[config.mk]
export PLATFORM = sky130hd
export DESIGN_NAME = fetch_unit
export DESIGN_NICKNAME = d
export VERILOG_FILES = /design/src/rtl/fetch_unit.sv
export SDC_FILE = /design/constraint.sdc
export NUM_CORES = 1
export LEC_CHECK = 0
export CAP_MARGIN = 20
export CORE_MARGIN = 8
export CORE_UTILIZATION = 30
export CTS_CLUSTER_DIAMETER = 120
export DETAILED_ROUTE_END_ITERATION = 8
export SETUP_SLACK_MARGIN = 0.3
export SYNTH_ARGS = -nofsm -noshare
export SYNTH_HDL_FRONTEND = slang
export SYNTH_SLANG_ARGS = --single-unit
[constraint.sdc]
create_clock -name clk -period 5.4 [get_ports clk]
set_clock_uncertainty 0.05 [all_clocks]
set_input_delay 0.54 -clock clk [delete_from_list [all_inputs] [get_ports clk]]
set_output_delay 0.54 -clock clk [all_outputs]
set_load 0.005 [all_outputs]
[src/rtl/fetch_unit.sv]
// -----------------------------------------------------------------------------
// fetch_unit -- IF stage of the RV32I pipeline.
//
// Owns the fetch PC and issues in-order word fetches to instruction memory.
// Returned words go into a small instruction buffer. The head of that buffer
// feeds the IF/ID register (instr_decode / pc_decode) for decode and control.
// A redirect (flush_if, with the target picked by pc_sel) retargets the PC and
// clears the buffer. Responses to requests already in flight are counted and
// discarded as they come back.
//
// Ports
//   clk, rst              single rising-edge clock, synchronous active-high reset
//   pc_sel                next-PC source: FOUR / BRANCH / JAL / JALR
//   br_target             branch target from decode
//   jal_target            JAL target from decode
//   jalr_target           JALR target from decode (low two bits are cleared here)
//   stall_if              hold the IF/ID register and the buffer head
//   flush_if              redirect to the target selected by pc_sel
//   imem_req_valid/ready  fetch request handshake
//   imem_req_addr         word-aligned fetch address
//   imem_rsp_valid/data   in-order response word
//   instr_decode          IF/ID instruction (NOP_INSTR when no instruction)
//   pc_decode             PC of instr_decode
//   instr_valid_decode    instr_decode is a real fetched word
// -----------------------------------------------------------------------------
`ifndef PC_SEL_WIDTH
`define PC_SEL_WIDTH 2
`endif
`ifndef PC_SEL_FOUR
`define PC_SEL_FOUR 2'd0
`endif
`ifndef PC_SEL_BRANCH
`define PC_SEL_BRANCH 2'd1
`endif
`ifndef PC_SEL_JAL
`define PC_SEL_JAL 2'd2
`endif
`ifndef PC_SEL_JALR
`define PC_SEL_JALR 2'd3
`endif

module fetch_unit #(
    parameter logic [31:0] RESET_PC  = 32'h0000_0000,
    parameter int          BUF_DEPTH = 2,
    parameter logic [31:0] NOP_INSTR = 32'h0000_0013
) (
    input  logic                     clk,
    input  logic                     rst,
    input  logic [`PC_SEL_WIDTH-1:0] pc_sel,
    input  logic [31:0]              br_target,
    input  logic [31:0]              jal_target,
    input  logic [31:0]              jalr_target,
    input  logic                     stall_if,
    input  logic                     flush_if,
    output logic                     imem_req_valid,
    input  logic                     imem_req_ready,
    output logic [31:0]              imem_req_addr,
    input  logic                     imem_rsp_valid,
    input  logic [31:0]              imem_rsp_data,
    output logic [31:0]              instr_decode,
    output logic [31:0]              pc_decode,
    output logic                     instr_valid_decode
);

    localparam int PW = (BUF_DEPTH > 1) ? $clog2(BUF_DEPTH) : 1;
    localparam int CW = $clog2(BUF_DEPTH + 1);
    localparam logic [CW:0]   DEPTH_W  = (CW+1)'(BUF_DEPTH);
    localparam logic [PW-1:0] LAST_IDX = PW'(BUF_DEPTH - 1);

    function automatic logic [PW-1:0] ptr_inc(input logic [PW-1:0] p);
        return (p == LAST_IDX) ? '0 : p + 1'b1;
    endfunction

    // Control state
    logic [31:0]   fetch_pc;
    logic [CW-1:0] outstanding;
    logic [CW-1:0] drop_cnt;
    logic [CW-1:0] buf_count;
    logic [PW-1:0] buf_wr;
    logic [PW-1:0] buf_rd;
    logic [PW-1:0] pcq_wr;
    logic [PW-1:0] pcq_rd;

    // Storage: PCs of live (non-dropped) requests, and the instruction buffer
    logic [31:0] pcq_mem   [BUF_DEPTH];
    logic [31:0] buf_instr [BUF_DEPTH];
    logic [31:0] buf_pc    [BUF_DEPTH];

    logic          take_redirect;
    logic [31:0]   target_raw;
    logic [31:0]   redirect_target;
    logic          buf_pop;
    logic          buf_push;
    logic          req_fire;
    logic          rsp_drop;
    logic [CW:0]   inflight;
    logic [CW-1:0] outstanding_next;

    // Stall wins over flush: the branch resolves again once the stall lifts.
    // pc_sel=FOUR together with flush_if is not a legal redirect and is ignored.
    assign take_redirect = flush_if && !stall_if && (pc_sel != `PC_SEL_FOUR);

    always_comb begin
        target_raw = jal_target;
        case (pc_sel)
            `PC_SEL_BRANCH: target_raw = br_target;
            `PC_SEL_JAL:    target_raw = jal_target;
            `PC_SEL_JALR:   target_raw = jalr_target;
            default:        target_raw = jal_target;
        endcase
    end

    assign redirect_target = target_raw & ~32'h3;

    assign buf_pop  = !stall_if && !take_redirect && (buf_count != '0);
    assign rsp_drop = imem_rsp_valid && (drop_cnt != '0);
    assign buf_push = imem_rsp_valid && (drop_cnt == '0) && !take_redirect;

    // Occupancy counts the entry leaving the buffer this cycle. A new request's
    // word can come back no earlier than next cycle, so that slot is free by
    // then. This keeps one instruction per cycle with a 1-cycle memory.
    assign inflight = {1'b0, buf_count} - (CW+1)'(buf_pop) + {1'b0, outstanding};

    assign imem_req_valid = !rst && !take_redirect && (inflight < DEPTH_W);
    assign imem_req_addr  = fetch_pc;
    assign req_fire       = imem_req_valid && imem_req_ready;

    assign outstanding_next = outstanding + CW'(req_fire) - CW'(imem_rsp_valid);

    // Control and IF/ID register
    always_ff @(posedge clk) begin
        if (rst) begin
            fetch_pc           <= RESET_PC;
            outstanding        <= '0;
            drop_cnt           <= '0;
            buf_count          <= '0;
            buf_wr             <= '0;
            buf_rd             <= '0;
            pcq_wr             <= '0;
            pcq_rd             <= '0;
            instr_decode       <= NOP_INSTR;
            pc_decode          <= RESET_PC;
            instr_valid_decode <= 1'b0;
        end else begin
            outstanding <= outstanding_next;
            if (take_redirect) begin
                // Every request still in flight is discarded as it returns.
                // This includes a response that arrives in this same cycle.
                fetch_pc           <= redirect_target;
                drop_cnt           <= outstanding - CW'(imem_rsp_valid);
                buf_count          <= '0;
                buf_wr             <= '0;
                buf_rd             <= '0;
                pcq_wr             <= '0;
                pcq_rd             <= '0;
                instr_decode       <= NOP_INSTR;
                instr_valid_decode <= 1'b0;
            end else begin
                if (req_fire) begin
                    fetch_pc <= fetch_pc + 32'd4;
                    pcq_wr   <= ptr_inc(pcq_wr);
                end
                if (rsp_drop) begin
                    drop_cnt <= drop_cnt - 1'b1;
                end
                if (buf_push) begin
                    pcq_rd <= ptr_inc(pcq_rd);
                    buf_wr <= ptr_inc(buf_wr);
                end
                if (buf_pop) begin
                    buf_rd <= ptr_inc(buf_rd);
                end
                buf_count <= buf_count + CW'(buf_push) - CW'(buf_pop);
                if (!stall_if) begin
                    if (buf_count != '0) begin
                        instr_decode       <= buf_instr[buf_rd];
                        pc_decode          <= buf_pc[buf_rd];
                        instr_valid_decode <= 1'b1;
                    end else begin
                        instr_decode       <= NOP_INSTR;
                        instr_valid_decode <= 1'b0;
                    end
                end
            end
        end
    end

    // Data storage (unreset; guarded by the control pointers above)
    always_ff @(posedge clk) begin
        if (req_fire) begin
            pcq_mem[pcq_wr] <= fetch_pc;
        end
        if (buf_push) begin
            buf_instr[buf_wr] <= imem_rsp_data;
            buf_pc[buf_wr]    <= pcq_mem[pcq_rd];
        end
    end

endmodule

==> results of run 1 <==
-- kinds of logic after synthesis --
kind of cell    count (synthesis)  synth area share, %
compound gates                131                 7.75
xor+xnor                       39                 2.96
fa+ha+maj                       8                0.932
buf+inv                        72                 2.61
flops                         289                 66.0
mux                           123                 11.3
other cells                     1               0.0325
simple gates                  211                 8.38
-- worst max-delay path by stage --
stage	endpoint	slack (ns)	cells after the start
6_report	imem_req_valid	1.40	10
5_1_grt	imem_req_valid	1.21	10
4_1_cts	imem_req_valid	1.35	10
3_5_place_dp	pcq_mem[0][13]$_DFFE_PP_	1.27	11
3_3_place_gp	pcq_mem[0][10]$_DFFE_PP_	1.34	11
2_1_floorplan	buf_instr[0][0]$_DFFE_PP_	0.82	7
-- per-stage QoR --
step / cell area (µm²) / total power (µW) / util [%]
global placement: 14300 / 3640 / 37.4
CTS: 15300 / 5670 / 39.9
floorplan: 11600 / 3230 / -
global route: 15300 / 5840 / 40.0
finish: 15300 / 5600 / 40.0
detailed placement: 14300 / 3660 / 37.4
-- worst register-to-register path, stage by stage (launching register included) --
cell and delay [ns]:
dfxtp_1 0.38, o21ba_2 0.17, nand2_1 0.06, nor2_1 0.18, o21ai_0 0.14, fa_1 0.56, nand3b_4 0.14, nor2_2 0.35
nand2_1 0.19, nor2_2 0.33, buf_4 0.43
-- routing by layer --
layer  global-route usage, %  vias to the layer above
li1                        -                     3651
met1                    15.8                     3616
met2                    24.0                      148
met3                    1.95                       51
met4                    4.71                        2
met5                       0                        -
-- cell usage in the layout (no fill, tap or decap), types with 29 or more instances in the layout --
master | netlist | routed
clkdlybuf4s50_1 | 0 | 220
edfxtp_1 | 184 | 184
nor2_1 | 127 | 124
dfxtp_1 | 105 | 103
mux2i_1 | 64 | 64
mux2_2 | 59 | 59
a211oi_1 | 54 | 54
clkbuf_16 | 0 | 31
nand2_1 | 31 | 30
a22oi_1 | 29 | 29
-- state kept, by name, summed over array words and instances (netlist names), named ones only --
| signal | count |
|---|---|
| buf_pc | 60 |
| instr_valid_decode | 1 |
| drop_cnt | 2 |
| buf_wr | 1 |
| pcq_mem | 60 |
| outstanding | 2 |
| imem_req_addr | 30 |
| pc_decode | 30 |
| buf_rd | 1 |
| instr_decode | 32 |
| buf_count | 2 |
| pcq_wr | 1 |
| buf_instr | 64 |
| pcq_rd | 1 |
-- power by group through the flow --
| stage | Combinational [µW] | Clock, µW | Sequential [µW] |
|---|---|---|---|
| 3_5_place_dp | 878 | 0 | 2780 |
| 5_1_grt | 957 | 2140 | 2750 |
| 2_1_floorplan | 487 | 0 | 2750 |
| 4_1_cts | 884 | 2060 | 2730 |
| 3_3_place_gp | 868 | 0 | 2770 |
| 6_report | 872 | 2000 | 2720 |
-- final cells by class --
type	instances	area share (%)
Inverter	12	0.294
Antenna cell	1	0.0163
Clock inverter	17	0.858
Tap cell	518	4.23
Clock buffer	41	5.44
Sequential cell	289	49.8
Timing Repair Buffer	238	15.5
Multi-Input combinational cell	516	23.9
==> impl_metrics.tcl, run 1 <==
set metrics [dict create \
    synth_area_leaders "edfxtp_1 48%, dfxtp_1 18%, mux2_2 5.8%" \
    grt_pass1_wl_um 45700 \
    cp_num_buf_inv 3 \
    power_frac_seq_pct 48.6 \
    internal_power_uw 4180 \
    via_per_inst 4.58 \
    crit_path_start_kind "primary input" \
    syn2layout_area_growth_pct 32.6 \
    clkTransAtPathRegs_ns 0.06 \
    switching_share_pct 25.3 \
    stdcell_count 1632 \
    crit_fanout 7 \
    routabilityCongestion 0.776 \
    p_sw_uw 1420 \
    hp-start "instr_decode[1]$_SDFFE_PP1N_" \
    wl_met3_um 1130 \
    max_freq_mhz 250 \
    grt_pass1_vias 7548 \
    clock_sinks 289 \
    crit_family "buffers and inverters" \
    startpoint "flush_if" \
    finalCritPeriodShare_pct 74.1 \
    holdWs_ns 0.427 \
    avgSynthCellArea_um2 13.2 \
    cp_cell_sequence "clkdlybuf4s50_1 > o21ai_1 > nand2_1 > nor2_1 > o21ai_0 > fa_1 > xnor2_1 > buf_4 > nor3b_1 > clkdlybuf4s50_1" \
    place_inst 1572 \
    required_ns 4.81 \
    core_mm2 0.0383 \
    dieArea_mm2 0.0450 \
    clk_path_buf_depth 3 \
    worst-setup-path-type "primary input to output port" \
    rsz0062_at_grt "no" \
    synth_seq_cells 289 \
    setup_violations 0 \
    drtIter0Drc 436 \
    start_util_pct 30.2 \
    drtPass1Iterations 4 \
    overflow 0 \
    nFillCells 3605 \
    num_rows 72 \
    synth_area_mm2 0.0115 \
    hold_class "flop to flop" \
    dr.max_layer_used "met5" \
    wl_per_cell_um 18.8 \
    synth_edf_count 184 \
    synth_largest_area_cell "edfxtp_1" \
    tightest_slew_ns 0.923 \
    wirelength_met1_um 12600 \
    relSlewSlack_pct 38.0 \
    reg2reg_to "pcq_mem[0][27]$_DFFE_PP_" \
    max_stage_delay_ns 0.61 \
    antenna_found_initial 2 \
    r2r_start "buf_count[0]$_SDFF_PP0_" \
    dpl.hpwl_um 21200 \
    drive_gt1_share_pct 12.7 \
    async_reset_ff_share_pct 0 \
    endpoint_kind "output port" \
    r2r_cells 10 \
    timing.final.ws_setup_ns 1.40 \
    synth_commonest_cells "184 x edfxtp_1, 127 x nor2_1, 105 x dfxtp_1" \
    cp_common_cell "clkdlybuf4s50_1" \
    routed_wl_um 30800 \
    clkLatencyLatePin_ns 0.58 \
    synth_cells 874 \
    cts_root_buf "clkbuf_16" \
    multi_input_area_mm2 0.00365 \
    seq_area_frac_synth_pct 66.0 \
    post_cts_buffers 0 \
    cts_buffers 31 \
    cts_htree_levels 1 \
    clock_power_share_pct 35.8 \
    arrival_ns 3.41 \
    status "finished clean" \
    cts_tree "built" \
    holdBufCountCts 0 \
    ant_nets 0 \
    tns_ns 0 \
    met2_length_um 16100 \
    dieWidth_um 212 \
    die_y_um 212 \
    synth_ff_type "edfxtp_1" \
    post_cts_resized 0 \
    place_ws_ns 1.27 \
    vdd_drop_max_mv 0.243 \
    hold_violations 0 \
    vias 7468 \
    grt_max_degree 63 \
    grt_usage_pct 13.2 \
    power.leakage_uw 0.00510 \
    post-synth-top-count-cell "edfxtp_1" \
    port_buffers 223 \
    ys_types 44 \
    period_minus_slack_ns 4.00 \
    synth_top_area_share_pct 47.8 \
    regArea_mm2 0.00763 \
    powerDensity_mw_per_mm2 366 \
    drv_cap 0 \
    drc 0 \
    regToRegSetupSlack_ns 2.06 \
    holdPathEnd "instr_decode[1]$_SDFFE_PP1N_" \
    holdPathStages 2 \
    finalNetCount 1232 \
    maxSlewViolCount 0 \
    combPwrFrac_pct 15.6 \
    slowest_stage "clkdlybuf4s50_1" \
    yosysWarnings 0 \
    ios 234 \
]
Power figures use the tool's default switching activity.
==> run 2, diff against run 1 <==
==> constraint.sdc (replaced) <==
create_clock -name clk -period 3.85 [get_ports clk]
set_clock_uncertainty 0.05 [all_clocks]
set_input_delay 0.385 -clock clk [delete_from_list [all_inputs] [get_ports clk]]
set_output_delay 0.385 -clock clk [all_outputs]
set_load 0.005 [all_outputs]
==> impl_metrics.tcl, run 2 (synthesis gave the netlist of run 1 again) <==
set metrics [dict create \
    start_util_pct 30.2 \
    dpl.hpwl_um 21400 \
    period_minus_slack_ns 3.33 \
    diodes 0 \
    use_met3_pct 2.27 \
    cts_htree_levels 1 \
    drtIter0Drc 342 \
    grt_usage_pct 13.2 \
    power_frac_seq_pct 46.3 \
    routed_wl_um 30800 \
    vias 7548 \
    grt_max_degree 62 \
    p_sw_uw 2010 \
    internal_power_uw 6260 \
    cts_root_buf "clkbuf_16" \
    maxSlewViolCount 0 \
    final_cell_mix "220 x clkdlybuf4s50_1, 184 x edfxtp_1, 123 x nor2_1" \
    largest_register_ff_count 64 \
    top_register "buf_instr" \
    final_common_cell "clkdlybuf4s50_1" \
    drive_gt1_share_pct 14.2 \
    overflow 0 \
    post_cts_resized 0 \
    grt_busiest_layer "met2" \
    routabilityCongestion 0.761 \
    finalCritPeriodShare_pct 86.6 \
    cts_buffers 31 \
    powerDensity_mw_per_mm2 532 \
    num_rows 72 \
    holdBufCountCts 0 \
    power.leakage_uw 0.00523 \
    dieWidth_um 212 \
    dieArea_mm2 0.0450 \
    die_y_um 212 \
    switching_share_pct 24.3 \
    finalNetCount 1239 \
    place_ws_ns 0.216 \
    port_buffers 223 \
    hold_class "primary input to flop" \
    cts_tree "built" \
    rsz0062_at_grt "no" \
    place_inst 1580 \
    placed_area_mm2 0.0144 \
    crit_fanout 4 \
    use_met2_pct 24.6 \
    clkLatencyLatePin_ns 0.57 \
    vdd_drop_max_mv 0.282 \
    drv_cap 0 \
    syn2layout_area_growth_pct 34.5 \
    required_ns 3.41 \
    core_mm2 0.0383 \
    ios 234 \
    ant_nets 0 \
    post_cts_buffers 0 \
    drc 0 \
    grt_pass1_wl_um 45800 \
    drtPass1Iterations 4 \
    final_area_mm2 0.0155 \
    wl_per_cell_um 18.8 \
    clkTransAtPathRegs_ns 0.06 \
    endpoint_kind "output port" \
    timing.final.ws_setup_ns 0.517 \
    max_freq_mhz 300 \
    tightest_slew_ns 1.08 \
    via_per_inst 4.61 \
    grt_pass1_vias 7644 \
    crit_path_start_kind "flop" \
    stdcell_count 1638 \
    arrival_ns 2.90 \
    met1_usage_pct 15.1 \
    clock_power_share_pct 38.4 \
    relSlewSlack_pct 28.2 \
    combPwrFrac_pct 15.3 \
    reg.largest.list "buf_instr (64), buf_pc (60), pcq_mem (60)" \
    clk_path_buf_depth 3 \
    setup_violations 0 \
    status "finished clean" \
    clock_sinks 289 \
    antenna_found_initial 2 \
    nFillCells 3632 \
    worst-setup-path-type "flop to output port" \
    holdWs_ns 0.151 \
    hold_violations 0 \
]
run 2: through the flow:
step | total power, µW | setup TNS, ns | utilization [%]
global route | 8610 | 0 | 40.6
finish | 8270 | 0 | 40.6
global placement | 5130 | 0 | 37.6
floorplan | 4540 | -70.99 | -
detailed placement | 5150 | 0 | 37.6
CTS | 8370 | 0 | 40.5
run 2: path summary, 6_finish.rpt:
| check | startpoint | slack, ns | to | depth (start not counted) |
|---|---|---|---|---|
| worst min register to register | instr_decode[4]$_SDFFE_PP1N_ | 0.44 | instr_decode[4]$_SDFFE_PP1N_ | 2 |
| worst max register to register | buf_count[1]$_SDFF_PP0_ | 0.98 | pcq_mem[1][6]$_DFFE_PP_ | 11 |
| worst max-delay path | buf_count[1]$_SDFF_PP0_ | 0.52 | imem_req_valid | 9 |
| worst min-delay path | rst | 0.15 | imem_req_addr[14]$_SDFFE_PP0P_ | 3 |
run 2: power by group through the flow:
stage	sequential (µW)	combinational (µW)	clock (µW)
after floorplan	3850	686	0
after global placement	3880	1240	0
after detailed placement	3900	1260	0
after CTS	3830	1270	3270
after global routing	3860	1380	3370
final	3830	1260	3180
run 2: final cells by class:
cell class | count | area, µm² | share of cell area, %
Sequential cell | 289 | 7630 | 49.1
Multi-Input combinational cell | 516 | 3680 | 23.7
Timing Repair Buffer | 245 | 2420 | 15.6
Clock buffer | 45 | 898 | 5.78
Tap cell | 518 | 648 | 4.17
Clock inverter | 13 | 209 | 1.35
Inverter | 12 | 45.0 | 0.290
run 2: worst max-delay path, cell delays in order, from the launching register on:
cell	delay, ns
dfxtp_1	0.38
o21ba_2	0.16
nand2_1	0.07
nor2_2	0.16
o21ai_0	0.15
fa_2	0.38
xnor2_2	0.19
nor3b_2	0.19
buf_4	0.14
clkdlybuf4s50_1	0.51
run 2: metal layers:
layer | vias up | part of all wire (%)
li1 | 3660 | -
met1 | 3692 | 40
met2 | 135 | 54
met3 | 57 | 3.6
met4 | 4 | 3.1
met5 | - | 0.084
